File: src/rtl/sev_seg_mon.sv
// Seven-segment bus monitor: recovers the hex digit shown on each multiplexed position.
// Optional per-digit staleness timeout is enabled by defining SEG_TIMEOUT_EN.
module sev_seg_mon #(
  parameter int N_DIG         = 4,
  parameter int STABLE_CYC    = 4,
  parameter int AN_ACTIVE_LOW = 1,
  parameter int TIMEOUT_CYC   = 1_000_000
) (
  input  logic                 clk,
  input  logic                 reset,
  input  logic [N_DIG-1:0]     an_in,
  input  logic [7:0]           seg_in,
  output logic [4*N_DIG-1:0]   hex_out,
  output logic [N_DIG-1:0]     dp_out,
  output logic [N_DIG-1:0]     dig_valid,
  output logic [N_DIG-1:0]     err_out,
  output logic                 upd_pulse
);

  localparam int CW = $clog2(STABLE_CYC) + 1;

  typedef enum logic [1:0] {
    ST_WAIT,
    ST_SETTLE,
    ST_HOLD
  } state_t;

  state_t               state_q, state_d;
  logic [N_DIG-1:0]     an_q, an_d;
  logic [7:0]           seg_q, seg_d;
  logic [CW-1:0]        cnt_q, cnt_d;
  logic [4*N_DIG-1:0]   hex_q, hex_d;
  logic [N_DIG-1:0]     dp_q, dp_d;
  logic [N_DIG-1:0]     valid_q, valid_d;
  logic [N_DIG-1:0]     err_q, err_d;
  logic                 upd_q, upd_d;

  logic [N_DIG-1:0]     an_norm;
  logic                 changed;
  logic                 new_one_hot;
  logic                 capture;
  logic [4:0]           dec;

  function automatic logic is_one_hot(input logic [N_DIG-1:0] v);
    return (v != '0) && ((v & (v - N_DIG'(1))) == '0);
  endfunction

  // Returns {match, nibble}; match=0 for any pattern outside the hex font.
  function automatic logic [4:0] decode(input logic [6:0] s);
    logic [4:0] r;
    case (s)
      7'h3F:   r = 5'h10;
      7'h06:   r = 5'h11;
      7'h5B:   r = 5'h12;
      7'h4F:   r = 5'h13;
      7'h66:   r = 5'h14;
      7'h6D:   r = 5'h15;
      7'h7D:   r = 5'h16;
      7'h07:   r = 5'h17;
      7'h7F:   r = 5'h18;
      7'h6F:   r = 5'h19;
      7'h77:   r = 5'h1A;
      7'h7C:   r = 5'h1B;
      7'h39:   r = 5'h1C;
      7'h5E:   r = 5'h1D;
      7'h79:   r = 5'h1E;
      7'h71:   r = 5'h1F;
      default: r = 5'h00;
    endcase
    return r;
  endfunction

  assign an_norm     = (AN_ACTIVE_LOW != 0) ? ~an_in : an_in;
  // Change detection compares the incoming sample with the one already registered,
  // so the count restarts on the same edge that captures the new sample.
  assign changed     = (an_norm != an_q) || (seg_in != seg_q);
  assign new_one_hot = is_one_hot(an_norm);
  assign capture     = (state_q == ST_SETTLE) && !changed &&
                       (cnt_q == CW'(STABLE_CYC - 1));
  assign dec         = decode(seg_q[6:0]);

  always_comb begin
    an_d  = an_norm;
    seg_d = seg_in;
    cnt_d = cnt_q;
    if (changed) begin
      cnt_d = '0;
    end else if (cnt_q != CW'(STABLE_CYC)) begin
      cnt_d = cnt_q + CW'(1);
    end
  end

  always_comb begin
    state_d = state_q;
    case (state_q)
      ST_WAIT: begin
        if (changed && new_one_hot) state_d = ST_SETTLE;
      end
      ST_SETTLE: begin
        if (changed)      state_d = new_one_hot ? ST_SETTLE : ST_WAIT;
        else if (capture) state_d = ST_HOLD;
      end
      ST_HOLD: begin
        if (changed) state_d = new_one_hot ? ST_SETTLE : ST_WAIT;
      end
      default: state_d = ST_WAIT;
    endcase
  end

`ifdef SEG_TIMEOUT_EN
  localparam int TW = $clog2(TIMEOUT_CYC + 1);

  logic [TW-1:0] to_q [N_DIG];
  logic [TW-1:0] to_d [N_DIG];
`else
  logic unused_timeout;
  assign unused_timeout = (TIMEOUT_CYC > 0);
`endif

  always_comb begin
    hex_d   = hex_q;
    dp_d    = dp_q;
    valid_d = valid_q;
    err_d   = err_q;
    upd_d   = capture;
`ifdef SEG_TIMEOUT_EN
    for (int i = 0; i < N_DIG; i++) to_d[i] = to_q[i];
`endif
    for (int i = 0; i < N_DIG; i++) begin
      if (capture && an_q[i]) begin
        dp_d[i] = seg_q[7];
        if (dec[4]) begin
          hex_d[4*i +: 4] = dec[3:0];
          valid_d[i]      = 1'b1;
          err_d[i]        = 1'b0;
        end else begin
          valid_d[i]      = 1'b0;
          err_d[i]        = 1'b1;
        end
`ifdef SEG_TIMEOUT_EN
        to_d[i] = '0;
      end else begin
        if (to_q[i] != TW'(TIMEOUT_CYC)) to_d[i] = to_q[i] + TW'(1);
        // A stale digit loses its flags silently; the nibble stays for inspection.
        if (to_d[i] == TW'(TIMEOUT_CYC)) begin
          valid_d[i] = 1'b0;
          err_d[i]   = 1'b0;
        end
`endif
      end
    end
  end

  always_ff @(posedge clk) begin
    if (reset) begin
      state_q <= ST_WAIT;
      an_q    <= '0;
      seg_q   <= '0;
      cnt_q   <= '0;
      hex_q   <= '0;
      dp_q    <= '0;
      valid_q <= '0;
      err_q   <= '0;
      upd_q   <= 1'b0;
`ifdef SEG_TIMEOUT_EN
      for (int i = 0; i < N_DIG; i++) to_q[i] <= '0;
`endif
    end else begin
      state_q <= state_d;
      an_q    <= an_d;
      seg_q   <= seg_d;
      cnt_q   <= cnt_d;
      hex_q   <= hex_d;
      dp_q    <= dp_d;
      valid_q <= valid_d;
      err_q   <= err_d;
      upd_q   <= upd_d;
`ifdef SEG_TIMEOUT_EN
      for (int i = 0; i < N_DIG; i++) to_q[i] <= to_d[i];
`endif
    end
  end

  assign hex_out   = hex_q;
  assign dp_out    = dp_q;
  assign dig_valid = valid_q;
  assign err_out   = err_q;
  assign upd_pulse = upd_q;

endmodule

File: config.mk
export PLATFORM = sky130hd
export DESIGN_NAME = sev_seg_mon
export DESIGN_NICKNAME = d
export VERILOG_FILES = /design/src/rtl/sev_seg_mon.sv
export SDC_FILE = /design/constraint.sdc
export NUM_CORES = 1
export LEC_CHECK = 0
export ABC_AREA = 1
export CORE_MARGIN = 10
export CORE_UTILIZATION = 40
export CTS_BUF_LIST = sky130_fd_sc_hd__clkbuf_2
export DETAILED_ROUTE_END_ITERATION = 12
export DONT_BUFFER_PORTS = 1
export SETUP_SLACK_MARGIN = 0.4
export SLEW_MARGIN = 0
export SYNTH_ARGS = -nofsm -noshare
export SYNTH_HDL_FRONTEND = slang
export SYNTH_SLANG_ARGS = --single-unit
File: constraint.sdc
create_clock -name clk -period 1.4 [get_ports clk]
set_input_delay 0.14 -clock clk [delete_from_list [all_inputs] [get_ports clk]]
set_output_delay 0.14 -clock clk [all_outputs]
set_load 0.01 [all_outputs]
---- Word-level counts from Yosys, hierarchy flattened ----
Cells that the tools add are included.
word-level totals
  register bits after elaboration ......... 46
  input bits .............................. 14
  word-level logic and storage cells ...... 78
cells by class
  add/sub/neg operators ................... 2
  equality and inequality tests ........... 25
  multiplexer cells ....................... 9
  bitwise operators ....................... 2
  reduce and logical (&&, ||, !) cells .... 19
operators by type and width
  cell                                                                 number
  7-bit == test (second input constant)                                12
  5-bit one-hot mux with 16 select lines                               1
  7-bit by 3-bit == test with 1-bit output (second input constant)     2
  7-bit by 6-bit == test with 1-bit output (second input constant)     2
  1-bit logical AND                                                    8
  2-bit two-way mux                                                    4
  8-bit inequality test                                                1
  2-bit AND reduction                                                  4
  3-bit inequality test (second input constant)                        2
  2-bit one-hot mux with 3 select lines                                1
  4-bit bitwise AND                                                    1
  4-bit zero test                                                      1
  2-bit inequality test (second input constant)                        2
  4-bit inequality test                                                1
  4-bit NOT                                                            1
  4-bit nonzero test                                                   1
  4-bit by 1-bit subtractor with 4-bit output (second input constant)  1
  3-bit by 1-bit adder with 3-bit output (second input constant)       1
  3-bit by 2-bit == test with 1-bit output (second input constant)     1
  1-bit two-way mux                                                    3
  3-bit AND reduction                                                  1
  2-bit by 1-bit == test with 1-bit output (second input constant)     1
  2-bit == test (second input constant)                                1
  2-bit zero test                                                      1
  3 further kinds                                                      3

---- Logic depth before layout (Yosys ltp) ----
  depth in word-level cells ............... 9
  depth in mapped cells ................... 11
  gate-level depth less buffers ........... 11

---- Least setup slack after synthesis ----
OpenSTA, ideal clock, no wires.
  kind .................................... reg2reg
  start point ............................. reg seg_q[4]
  end point ............................... reg dp_q[0] (netlist: dp_out[0])
  setup time .............................. 116 ps
  arrival ................................. 1,434 ps
  required time ........................... 1,284 ps
  setup slack ............................. -150 ps
  stages on the path, launching flop included .. 12
  buffers on the path ..................... 0
  period minus slack after synthesis ...... 1,550 ps
  path through ............................ dfxtp_1 -> inv_2 -> nand2_2 -> nand2_2 -> nor2_2 -> nand2_2 -> nor2_4 -> nand4_4 -> nor2_4 -> inv_1 -> nor2_1 -> nor2_1
between the ends
  longest elaborated chain between the ends .. 6
RTL lines
  element                         line  text
  start: declaration              30    logic [7:0] seg_q, seg_d;
  start signal: assignment        171   seg_q <= seg_d;
  8-bit inequality test           76    assign changed = (an_norm != an_q) || (seg_in != seg_q);
  1-bit logical OR                76
  1-bit zero test                 78    assign capture = (state_q == ST_SETTLE) && !changed &&
  1-bit logical AND (2 in a row)  78
  1-bit logical AND               130   if (capture && an_q[i]) begin
  end signal: assignment          174   dp_q <= dp_d;
  end: declaration                33    logic [N_DIG-1:0] dp_q, dp_d;
No other way between the ends.
A chain may end at the register's enable or synchronous reset.

---- Final worst setup path ----
  start point ............................. reg seg_q[4]
  end point ............................... reg hex_q[1] (netlist: hex_out[1])
between the ends
  longest elaborated chain between the ends .. 7
RTL lines
  element                               line  text
  8-bit inequality test                 76
  1-bit logical OR                      76
  1-bit zero test                       78
  1-bit logical AND (2 in a row)        78
  1-bit logical AND                     130
  2-bit AND reduction (no source line)  -
  end signal: assignment                160   hex_q <= '0;
  end signal: assignment                173   hex_q <= hex_d;
  end: declaration                      32    logic [4*N_DIG-1:0] hex_q, hex_d;
Parallel ways exist; a longest one is shown, timed or not.

==> flow_metrics.tcl <==
set metrics [dict create \
    first_pass_iters 4 \
    synth_edf_count 0 \
    syn_inst 323 \
    cp.required_ns 1.75 \
    synthArstFlopShare 0 \
    die_area_um2 8850 \
    wirelength_um 6560 \
    path_max_fanout 12 \
    seq_area_um2 1020 \
    place_congestion 0.892 \
    drt_iter0_drc 134 \
    avgSynthCellArea_um2 6.80 \
    holdWs_ns -0.277 \
    grt_usage 0.144 \
    violations "negative hold slack, negative setup slack" \
    nFillCells 486 \
    coreArea_um2 5200 \
    clk_pin_slew_ns 0.27 \
    grt-ovfl-total 0 \
    synth_top_area_cell "dfxtp_1" \
    dp.cells 431 \
    routed.top_layer "met4" \
    status "finished, violations left" \
    wl_per_cell_um 14.1 \
    finalSetupViolCount 31 \
    finalMaxSlewViolations 0 \
    tightest_slew_ns 0.431 \
    grt_pass1_wl_um 10400 \
    ys_top_cells_by_count "nand2_1 (83), nor2_1 (62), dfxtp_1 (46)" \
    placed_area_um2 2610 \
    root_buffer "clkbuf_2" \
    met2_length_um 3210 \
    initial_utilization 0.422 \
    ant_nets 0 \
    synth_top_cell_area_share 0.419 \
    antenna_cells 0 \
    routedLengthMet1_um 2870 \
    die_y_um 94.1 \
    cts_htree_levels 2 \
    power.density_nw_per_um2 680 \
    ys_ff_latch 46 \
    finalInstanceArea_um2 3220 \
    syn_nets 340 \
    p_leak_nw 1.43 \
    dr_wl_met3_um 417 \
    synth.area.top_cells "dfxtp_1 (42%), nand2_1 (14%), nor2_1 (11%), nand3_1 (6.2%), inv_1 (5.3%)" \
    peakVddDrop_mv 0.592 \
    antenna_found_initial 0 \
    synth_area_um2 2200 \
    yosysMostFrequentCell "nand2_1" \
    cts_max_path_buffers 2 \
    post-route-period-util 1.23 \
    multi_input_area_um2 1340 \
    grt_setup_unrepaired "true" \
    cts_made_buffers 5 \
    grt_max_degree 25 \
    slew_headroom 0.711 \
    hold_path_class "in -> reg" \
    nets 411 \
    vias_per_cell 4.89 \
    clock-sinks 46 \
    hold_viol_final 11 \
    cts_hold_buffers 13 \
    clock.fmax_ghz 0.583 \
    grt_pass1_vias 2099 \
    drcViolationCount 0 \
    ys.warnings.count 0 \
    fin_cells 465 \
    drive_above_1_share 0.415 \
    cts_tree "done" \
    area_growth_pct 46.8 \
    port_buffers 0 \
    yosysSeqAreaShare 0.419 \
    period_minus_slack_ns 1.72 \
    dpl.hpwl_um 4300 \
    maxCapViolCount 0 \
    crit_path_start_kind "flop" \
    holdPathStages 1 \
    die_w_um 94.1 \
    ios 43 \
    vias 2275 \
    num_rows 26 \
    reg2reg_depth 10 \
    clock-skew-final_ns 0.0382 \
    ys.flop_type "dfxtp_1" \
    worst-endpoint-arrival_ns 2.07 \
    synth_cell_types 22 \
    critPathCaptureType "flop" \
    worst-setup-path-type "reg -> reg" \
    clk_latency_ns 0.43 \
    finalWorstSetupSlack_ns -0.316 \
]
==> power breakdown <==
group          leakage [nW]  internal (mW)  switching [mW]
Clock                0.0256          0.128           0.459
Sequential            0.397           1.30          0.0195
Combinational          1.01          0.140           0.150
==> placed cells by master, fill, tap and decap left out <==
cell type / count
nand3b_1: 1
inv_6: 1
inv_2: 10
nor2_1: 50
clkinvlp_4: 2
nand3_1: 16
a21oi_1: 19
nand3_4: 2
nand2_2: 9
dlygate4sd3_1: 13
nand4_1: 8
xor2_1: 3
ha_1: 3
dfxtp_1: 9
a21boi_0: 1
dfxtp_2: 16
nand2_4: 2
buf_4: 46
clkbuf_2: 5
nor2_2: 9
buf_16: 1
nor3_1: 1
nor3_2: 2
o21ai_0: 6
inv_1: 26
nand2_1: 75
nand4_4: 1
o21ai_2: 1
dfxtp_4: 21
a21oi_2: 4
nor2_4: 16
nand3_2: 10
buf_12: 2
buf_6: 4
==> flip-flops by register name, summed over array words and instances, names as in the netlist <==
| signal | cells |
|---|---|
| hex_out | 16 |
| an_q | 4 |
| dp_out | 4 |
| seg_q | 8 |
| err_out | 4 |
| state_q | 2 |
| upd_pulse | 1 |
| dig_valid | 4 |
| cnt_q | 3 |
==> critical path, cell delays in order, from the launching register on <==
cell and delay, ns:
dfxtp_2 0.40, buf_4 0.13, nand2_1 0.05, nor2_1 0.05, nand3_1 0.12, nand3_2 0.11, nor2_4 0.15, nand3_4 0.18
buf_12 0.20, a21oi_1 0.20, nor2_2 0.06
==> worst paths after layout <==
kind,startpoint,to,slack (ns)
setup / recovery,seg_q[4],hex_out[1],-0.32
hold / removal,reset,dig_valid[0],-0.28
setup reg to reg,seg_q[4],hex_out[1],-0.32
hold reg to reg,cnt_q[2],cnt_q[1],0.51
==> cell type report <==
cell class | count | area share
repair buffers | 66 | 0.182
inverters | 36 | 0.0419
multi-input cells | 239 | 0.417
well taps | 70 | 0.0272
flip-flops and latches | 46 | 0.316
clock inverters | 3 | 0.00738
clock buffers | 5 | 0.00776
==> what timing repair did <==
action | 4_1_cts | 5_1_grt
gates cloned | 5 | 0
gates resized for setup | 65 | 46
buffers inserted | 4 | 4
endpoints found under the hold margin | 27 | 11
endpoints found under the setup margin | 62 | 63
pin swaps | 15 | 16
==> through the flow <==
step           power, mW  hold slack [ns]  setup TNS [ns]  utilization  worst slack, ns
6_report            2.19           -0.277           -7.37        0.619           -0.316
4_1_cts             2.22           -0.303           -6.68        0.586           -0.263
2_1_floorplan       1.51            0.205           -2.11            -           -0.114
3_5_place_dp        1.59            0.204           -8.64        0.500           -0.364
5_1_grt             2.32           -0.352          -11.37        0.619           -0.421
3_3_place_gp        1.59            0.205           -7.93        0.500           -0.334
==> cells by family (layout without fill, tap and decap cells) <==
kind of cell	after synthesis	after routing	synth area share
and+or+nand+nor	198	202	0.405
DFF	46	46	0.419
AOI/OAI and AO/OA	31	31	0.0718
xor gates and xnor gates	3	3	0.0120
adders and majority gates	3	3	0.0171
buffers and inverters	42	110	0.0752
==> metal layers <==
layer | GRT usage | vias up
met3 | 0.0432 | 9
met4 | 0.0342 | 0
li1 | - | 1175
met5 | 0 | -
met2 | 0.237 | 44
met1 | 0.180 | 1047
(Power assumes the default switching activity.)
